$ cat config.mk
export PLATFORM = sky130hd
export DESIGN_NAME = pkt_read_arbiter_flat
export DESIGN_NICKNAME = d
export VERILOG_FILES = /design/src/rtl/pkt_read_arbiter_pkg.sv /design/src/rtl/pkt_read_arbiter_if.sv /design/src/rtl/pkt_read_arbiter_rr_arbiter_core.sv /design/src/rtl/pkt_read_arbiter.sv /design/src/flat_wrapper.sv
export SDC_FILE = /design/constraint.sdc
export NUM_CORES = 1
export LEC_CHECK = 0
export CAP_MARGIN = 20
export CORE_AREA = 2 2 173 175
export DETAILED_ROUTE_END_ITERATION = 16
export DIE_AREA = 0 0 175 177
export PLACE_DENSITY = 0.71
export SYNTH_ARGS = -nofsm -noshare
export SYNTH_HDL_FRONTEND = slang
export SYNTH_SLANG_ARGS = --single-unit
$ cat constraint.sdc
create_clock -name i_clk -period 4.2 [get_ports i_clk]
set_input_delay 0.42 -clock i_clk [delete_from_list [all_inputs] [get_ports i_clk]]
set_output_delay 0.42 -clock i_clk [all_outputs]
set_load 0.005 [all_outputs]
$ cat src/rtl/pkt_read_arbiter_pkg.sv
// Shared constants, tag type and helper for the packet-buffer read arbiter.
package pkt_read_arbiter_pkg;

    localparam int unsigned PORT_NUM_MAX   = 8;
    localparam int unsigned PKT_ADDR_W     = 16;
    localparam int unsigned PKT_DATA_W     = 134;
    localparam int unsigned MEM_RD_LATENCY = 2;
    localparam int unsigned PORT_IDX_W     = 3;

    typedef logic [PORT_IDX_W-1:0] port_idx_t;

    // One entry of the read-return pipeline: which port owns the word in flight.
    typedef struct packed {
        logic      valid;
        port_idx_t port;
    } rd_tag_t;

    function automatic logic [PORT_NUM_MAX-1:0] port_onehot(input port_idx_t p);
        return PORT_NUM_MAX'(1) << p;
    endfunction

endpackage

$ cat src/rtl/pkt_read_arbiter_if.sv
// Requester and memory read-port signals of pkt_read_arbiter; slave = arbiter side.
interface pkt_read_arbiter_if
    import pkt_read_arbiter_pkg::*;
#(
    parameter int unsigned PORT_NUM = PORT_NUM_MAX,
    parameter int unsigned DATA_W   = PKT_DATA_W
);

    logic [PKT_ADDR_W*PORT_NUM-1:0] iv_pkt_raddr;
    logic [PORT_NUM-1:0]            iv_pkt_rd;
    logic [PORT_NUM-1:0]            ov_pkt_raddr_ack;
    logic [PKT_ADDR_W-1:0]          ov_mem_raddr;
    logic                           o_mem_rd;
    logic                           i_mem_rd_ready;
    logic [DATA_W-1:0]              iv_mem_rdata;
    logic [DATA_W-1:0]              ov_pkt_data;
    logic [PORT_NUM-1:0]            ov_pkt_data_wr;
    logic [PORT_IDX_W-1:0]          ov_last_grant;

    modport slave (
        input  iv_pkt_raddr, iv_pkt_rd, i_mem_rd_ready, iv_mem_rdata,
        output ov_pkt_raddr_ack, ov_mem_raddr, o_mem_rd, ov_pkt_data,
               ov_pkt_data_wr, ov_last_grant
    );

    modport master (
        output iv_pkt_raddr, iv_pkt_rd, i_mem_rd_ready, iv_mem_rdata,
        input  ov_pkt_raddr_ack, ov_mem_raddr, o_mem_rd, ov_pkt_data,
               ov_pkt_data_wr, ov_last_grant
    );

endinterface

$ cat src/rtl/pkt_read_arbiter_rr_arbiter_core.sv
// Combinational round-robin pick: first requester at or after ptr, wrapping.
module rr_arbiter_core
    import pkt_read_arbiter_pkg::*;
#(
    parameter int unsigned PORT_NUM = PORT_NUM_MAX
)(
    input  logic [PORT_NUM-1:0] req,
    input  port_idx_t           ptr,
    output logic [PORT_NUM-1:0] grant,
    output port_idx_t           grant_idx,
    output logic                grant_valid
);

    localparam int unsigned POS_W = PORT_IDX_W + 1;

    logic [PORT_NUM_MAX-1:0] req_ext;
    logic [PORT_NUM_MAX-1:0] grant_ext;

    assign req_ext = PORT_NUM_MAX'(req);

    always_comb begin
        logic [POS_W-1:0] pos;
        pos         = '0;
        grant_idx   = '0;
        grant_valid = 1'b0;
        for (int unsigned k = 0; k < PORT_NUM; k++) begin
            pos = {1'b0, ptr} + POS_W'(k);
            if (pos >= POS_W'(PORT_NUM)) begin
                pos = pos - POS_W'(PORT_NUM);
            end
            if (!grant_valid && req_ext[pos[PORT_IDX_W-1:0]]) begin
                grant_valid = 1'b1;
                grant_idx   = pos[PORT_IDX_W-1:0];
            end
        end
    end

    assign grant_ext = grant_valid ? port_onehot(grant_idx) : '0;
    assign grant     = grant_ext[PORT_NUM-1:0];

endmodule

$ cat src/rtl/pkt_read_arbiter.sv
// Round-robin sharing of the buffer-memory read port among per-port readers,
// with a tag pipeline that steers returned words back to the owning port.
module pkt_read_arbiter
    import pkt_read_arbiter_pkg::*;
#(
    parameter int unsigned PORT_NUM   = PORT_NUM_MAX,
    parameter int unsigned DATA_W     = PKT_DATA_W,
    parameter int unsigned RD_LATENCY = MEM_RD_LATENCY
)(
    input  logic               i_clk,
    input  logic               i_rst_n,
    pkt_read_arbiter_if.slave  bus
);

    logic [PORT_NUM-1:0]   eligible;
    logic [PORT_NUM-1:0]   grant;
    port_idx_t             grant_idx;
    logic                  grant_valid;
    logic                  issue;
    logic [PKT_ADDR_W-1:0] sel_raddr;

    port_idx_t             ptr_q;
    port_idx_t             last_grant_q;
    logic [PORT_NUM-1:0]   ack_q;
    logic                  mem_rd_q;
    logic [PKT_ADDR_W-1:0] mem_raddr_q;

    rd_tag_t               tag_q [RD_LATENCY];
    rd_tag_t               tag_exit;
    logic [PORT_NUM_MAX-1:0] exit_onehot;
    logic [PORT_NUM-1:0]   data_wr_q;
    logic [DATA_W-1:0]     data_q;

    // The ack register doubles as the mask: a port still holding rd in its ack cycle is skipped.
    assign eligible = bus.iv_pkt_rd & ~ack_q;

    rr_arbiter_core #(.PORT_NUM(PORT_NUM)) u_rr_arbiter_core (
        .req         (eligible),
        .ptr         (ptr_q),
        .grant       (grant),
        .grant_idx   (grant_idx),
        .grant_valid (grant_valid)
    );

    assign issue = bus.i_mem_rd_ready & grant_valid;

    always_comb begin
        sel_raddr = '0;
        for (int unsigned i = 0; i < PORT_NUM; i++) begin
            if (grant_idx == PORT_IDX_W'(i)) begin
                sel_raddr = bus.iv_pkt_raddr[i*PKT_ADDR_W +: PKT_ADDR_W];
            end
        end
    end

    always_ff @(posedge i_clk or negedge i_rst_n) begin
        if (!i_rst_n) begin
            mem_rd_q     <= 1'b0;
            ack_q        <= '0;
            mem_raddr_q  <= '0;
            last_grant_q <= '0;
            ptr_q        <= '0;
        end else begin
            mem_rd_q <= issue;
            ack_q    <= issue ? grant : '0;
            if (issue) begin
                mem_raddr_q  <= sel_raddr;
                last_grant_q <= grant_idx;
                ptr_q        <= (grant_idx == PORT_IDX_W'(PORT_NUM - 1)) ? '0 : grant_idx + 1'b1;
            end
        end
    end

    // Tag enters alongside o_mem_rd and exits in the cycle the memory word is valid.
    always_ff @(posedge i_clk or negedge i_rst_n) begin
        if (!i_rst_n) begin
            for (int unsigned k = 0; k < RD_LATENCY; k++) begin
                tag_q[k] <= '0;
            end
        end else begin
            tag_q[0] <= '{valid: mem_rd_q, port: last_grant_q};
            for (int unsigned k = 1; k < RD_LATENCY; k++) begin
                tag_q[k] <= tag_q[k-1];
            end
        end
    end

    assign tag_exit    = tag_q[RD_LATENCY-1];
    assign exit_onehot = port_onehot(tag_exit.port);

    always_ff @(posedge i_clk or negedge i_rst_n) begin
        if (!i_rst_n) begin
            data_wr_q <= '0;
            data_q    <= '0;
        end else begin
            data_wr_q <= tag_exit.valid ? exit_onehot[PORT_NUM-1:0] : '0;
            if (tag_exit.valid) begin
                data_q <= bus.iv_mem_rdata;
            end
        end
    end

    assign bus.o_mem_rd         = mem_rd_q;
    assign bus.ov_mem_raddr     = mem_raddr_q;
    assign bus.ov_pkt_raddr_ack = ack_q;
    assign bus.ov_last_grant    = last_grant_q;
    assign bus.ov_pkt_data      = data_q;
    assign bus.ov_pkt_data_wr   = data_wr_q;

endmodule

$ cat src/flat_wrapper.sv
// flat-port wrapper written by rule: the top's interface ports become plain ports
module pkt_read_arbiter_flat import pkt_read_arbiter_pkg::*;
#(
    parameter int unsigned PORT_NUM   = PORT_NUM_MAX,
    parameter int unsigned DATA_W     = PKT_DATA_W,
    parameter int unsigned RD_LATENCY = MEM_RD_LATENCY
)
  (i_clk, i_rst_n, bus_iv_pkt_raddr, bus_iv_pkt_rd, bus_i_mem_rd_ready, bus_iv_mem_rdata, bus_ov_pkt_raddr_ack, bus_ov_mem_raddr, bus_o_mem_rd, bus_ov_pkt_data, bus_ov_pkt_data_wr, bus_ov_last_grant);
  pkt_read_arbiter_if #(.PORT_NUM(PORT_NUM), .DATA_W(DATA_W)) bus_i ();
  input  logic i_clk;
  input  logic i_rst_n;
  input wire logic [$bits(bus_i.iv_pkt_raddr)-1:0] bus_iv_pkt_raddr;
  input wire logic [$bits(bus_i.iv_pkt_rd)-1:0] bus_iv_pkt_rd;
  input wire logic [$bits(bus_i.i_mem_rd_ready)-1:0] bus_i_mem_rd_ready;
  input wire logic [$bits(bus_i.iv_mem_rdata)-1:0] bus_iv_mem_rdata;
  output wire logic [$bits(bus_i.ov_pkt_raddr_ack)-1:0] bus_ov_pkt_raddr_ack;
  output wire logic [$bits(bus_i.ov_mem_raddr)-1:0] bus_ov_mem_raddr;
  output wire logic [$bits(bus_i.o_mem_rd)-1:0] bus_o_mem_rd;
  output wire logic [$bits(bus_i.ov_pkt_data)-1:0] bus_ov_pkt_data;
  output wire logic [$bits(bus_i.ov_pkt_data_wr)-1:0] bus_ov_pkt_data_wr;
  output wire logic [$bits(bus_i.ov_last_grant)-1:0] bus_ov_last_grant;
  assign bus_i.iv_pkt_raddr = bus_iv_pkt_raddr;
  assign bus_i.iv_pkt_rd = bus_iv_pkt_rd;
  assign bus_i.i_mem_rd_ready = bus_i_mem_rd_ready;
  assign bus_i.iv_mem_rdata = bus_iv_mem_rdata;
  assign bus_ov_pkt_raddr_ack = bus_i.ov_pkt_raddr_ack;
  assign bus_ov_mem_raddr = bus_i.ov_mem_raddr;
  assign bus_o_mem_rd = bus_i.o_mem_rd;
  assign bus_ov_pkt_data = bus_i.ov_pkt_data;
  assign bus_ov_pkt_data_wr = bus_i.ov_pkt_data_wr;
  assign bus_ov_last_grant = bus_i.ov_last_grant;
  pkt_read_arbiter #(.PORT_NUM(PORT_NUM), .DATA_W(DATA_W), .RD_LATENCY(RD_LATENCY)) u_core (.i_clk(i_clk), .i_rst_n(i_rst_n), .bus(bus_i));
endmodule
==> impl_metrics.json, run 1 <==
{
  "criticalPathCategory": "reg -> reg",
  "cts_made_buffers": 17,
  "critPathMaxStageDelay_ns": 0.46,
  "fraction_of_synthesized_cell_area_taken_by_the_top_area_cell_type_pct": 50.80,
  "critPathRequiredTime_ns": 4.54,
  "hold_violations": 0,
  "crit_family": "compound AO/OA/AOI/OAI gates",
  "finalHoldWorstSlack_ns": 0.04779,
  "clk_pin_slew_ns": 0.08,
  "final_antenna_net_count": 0,
  "cts_post_setup_buffers_inserted": 0,
  "number_of_remaining_drc_errors": 0,
  "floorplan.die.width_um": 175,
  "power.clock.fraction_pct": 13.9,
  "core_area_um2": 29240,
  "areaGrowthSynthToFinish_pct": 64.22,
  "vias_in_the_first_global_route": 8041,
  "drv_cap": 0,
  "reg2regPathDepth": 16,
  "wire_length_after_detailed_routing_um": 29740,
  "timing.critical_path.arrival_ns": 4.27,
  "share_comb_of_total_power_pct": 64.7,
  "gr-usage-all-layers_pct": 19.02,
  "synth-async-reset-ratio_pct": 100.0,
  "grt_pass1_wl_um": 45430,
  "drt-wirelength-per-cell_um": 18.86,
  "p_leak_nw": 5.896,
  "cp_endpoint_kind": "flop",
  "internal-power_mw": 6.746,
  "final_setup_violation_count": 0,
  "netlist_top_cells_area": "dfrtp_1 (51%), mux2_2 (17%), nand2b_1 (2.9%)",
  "grt_max_degree": 100,
  "h-tree-depth": 4,
  "clock-sinks": 181,
  "antenna-diode-count": 0,
  "mappedNetlistArea_um2": 8916,
  "cts_root_buffer": "clkbuf_16",
  "postLayoutSetupSlackWorst_ns": 0.2660,
  "yosys.cell_count.top_type": "dfrtp_1",
  "drt_pass1_iterations": 5,
  "crit_path_max_fanout": 32,
  "num-nets-final": 1455,
  "syn_avg_cell_area_um2": 12.25,
  "tritoncts": "yes",
  "initial_core_util_pct": 30.49,
  "synth_cell_type_count": 57,
  "hold_buffers": 0,
  "yosysTopAreaCell": "dfrtp_1",
  "setup_tns_ns": 0,
  "post_dp_cell_area_um2": 14040,
  "report.final.slew_viol_count": 0,
  "gp_congestion": 0.8834,
  "final_min_period_ns": 3.934,
  "antenna_found_initial": 0,
  "ys.flop_type": "dfrtp_1",
  "finalCritPeriodShare_pct": 93.67,
  "ioPinCount": 443,
  "hold_class": "in -> async",
  "post_synth_inst_count": 728,
  "max_slew.worst_pin.slew_ns": 0.8721,
  "slowest_stage": "dfrtp_2",
  "total_power_mw": 11.58,
  "layout.cell_area.non_filler_um2": 14640,
  "clock_insertion_delay_worst_skew_ns": 0.43,
  "worst-r2r-setup-slack_ns": 0.27,
  "grt_setup_unrepaired": "no",
  "placed_instance_count": 1545,
  "detail_route.vias_per_cell": 4.892,
  "timing.critical_path.buf_inv": 4,
  "ctsResizeCount": 0,
  "timing.critical_path.cells": "inv_2, buf_4, mux2_1, mux2i_2, a21oi_1, and2_1, a21boi_1, o31ai_1, inv_1, ha_1, nor2b_2, buf_12, a221o_1, nand2_1, o311a_1, o32ai_1",
  "worst_slew_margin_rel_pct": 41.86,
  "cp-start-kind": "flop",
  "globalRouteOverflowTotal": 0,
  "power.ir.vdd_worst_mv": 0.8218,
  "net_count_synth": 1009,
  "worst_slack_at_placement_ns": -0.02631,
  "synth.yosys.seq_area_share_pct": 50.80,
  "maxClockFrequency_mhz": 254.2,
  "pwr-share-seq_pct": 21.3,
  "floorplan.rows": 63,
  "num_vias": 7714,
  "io_buffer_count": 442,
  "power.share.switching_pct": 41.75,
  "synth_commonest_cells": "dfrtp_1 (181), mux2_2 (137), nor2_1 (51)",
  "yosys_warnings": 0,
  "net_switching_component_of_the_power_mw": 4.834,
  "final_core_util_pct": 50.07,
  "die_height_um": 177,
  "power_density_nw_per_um2": 790.9,
  "ctsLongestPathBuffers": 2,
  "instances_no_fill": 1577,
  "synth-seq-cells": 181,
  "drive_gt1_share_pct": 20.39,
  "clock_skew_after_layout_ns": 0.008823,
  "r2r-end": "u_core.bus.ov_mem_raddr[2]",
  "synth-edff-count": 0,
  "status": "completed",
  "place_hpwl_um": 23040,
  "crit-reg2reg-launch": "u_core.ptr_q[0]",
  "dieArea_um2": 30980,
  "drt_first_iter_violations": 360
}
[registers in the layout, indices dropped and copies added (netlist names)]
| signal | flops |
|---|---|
| u_core.bus.ov_mem_raddr | 16 |
| u_core.bus.ov_pkt_raddr_ack | 8 |
| u_core.tag_exit | 4 |
| u_core.bus.o_mem_rd | 1 |
| u_core.tag_q | 4 |
| u_core.bus.ov_pkt_data | 134 |
| u_core.bus.ov_last_grant | 3 |
| u_core.bus.ov_pkt_data_wr | 8 |
| u_core.ptr_q | 3 |
[power groups by stage]
stage          Sequential [mW]  Clock [mW]  Combinational [mW]
4_1_cts                   2.48        1.67                7.49
5_1_grt                   2.53        1.72                8.14
2_1_floorplan             2.42           0                4.72
3_5_place_dp              2.51           0                7.46
6_report                  2.47        1.62                7.49
3_3_place_gp              2.50           0                7.44
[cell usage in the layout, fill, tap and decap left out, drive strengths merged, types with 5 or more instances in the layout]
| cell type | instances |
|---|---|
| mux2 | 139 |
| nor3 | 5 |
| and2 | 5 |
| nand2 | 43 |
| dfrtp | 181 |
| mux2i | 23 |
| o21ai | 7 |
| clkinv | 5 |
| inv | 15 |
| o32ai | 16 |
| clkdlybuf4s50 | 441 |
| and3 | 8 |
| ha | 8 |
| nor2 | 51 |
| buf | 39 |
| a21oi | 7 |
| a221o | 15 |
| o311a | 16 |
| clkbuf | 20 |
| a22oi | 17 |
| o211ai | 5 |
| nor2b | 9 |
| mux4 | 9 |
| a221oi | 17 |
| nand2b | 42 |
[cell families after synthesis]
family | share of synthesized area, %
and+or+nand+nor | 9.851
muxes | 22.41
adders and majority gates | 1.123
buffers and inverters | 2.989
AOI/OAI and AO/OA | 12.43
xor gates and xnor gates | 0.3930
DFF | 50.80
[worst max path at each step]
| stage | start | to | slack [ns] | cells after the start |
|---|---|---|---|---|
| 2_1_floorplan | u_core.ptr_q[0] | u_core.bus.ov_mem_raddr[4] | 0.007 | 20 |
| 3_3_place_gp | bus_iv_pkt_rd[2] | u_core.bus.ov_mem_raddr[13] | 0.008 | 16 |
| 3_5_place_dp | bus_iv_pkt_rd[2] | u_core.bus.ov_mem_raddr[13] | -0.03 | 16 |
| 4_1_cts | u_core.ptr_q[0] | u_core.bus.ov_mem_raddr[5] | 0.24 | 16 |
| 5_1_grt | u_core.ptr_q[0] | u_core.bus.ov_mem_raddr[2] | 0.02 | 16 |
| 6_report | u_core.ptr_q[0] | u_core.bus.ov_mem_raddr[2] | 0.27 | 16 |
[cell type report]
cell class / instances / area (um^2)
fill: 2633 / 14600
timing repair buffer: 481 / 4821
sequential: 181 / 4536
multi-input combinational: 483 / 4170
tap: 390 / 488.0
clock buffer: 19 / 442.9
clock inverter: 13 / 146.4
inverter: 10 / 37.54
[layer usage]
| layer | global-route usage, % | up-vias | share of wire (%) |
|---|---|---|---|
| met4 | 6.840 | 0 | 2.5 |
| met3 | 4.961 | 32 | 7.4 |
| met2 | 34.50 | 368 | 52 |
| li1 | - | 3593 | - |
| met5 | 0 | - | 0 |
| met1 | 21.53 | 3721 | 38 |
No activity file was read; power rests on OpenSTA's default activity.
==> run 2, diff against run 1 <==
Settings changed: SLEW_MARGIN set to 5.
==> results of run 2 <==
Final layout, timing and power as in run 1 (identical DEF).
==> run 3, diff against run 2 <==
Settings changed: SKIP_LAST_GASP set to 1.
==> results of run 3 <==
Final layout, timing and power as in run 1 (identical DEF).
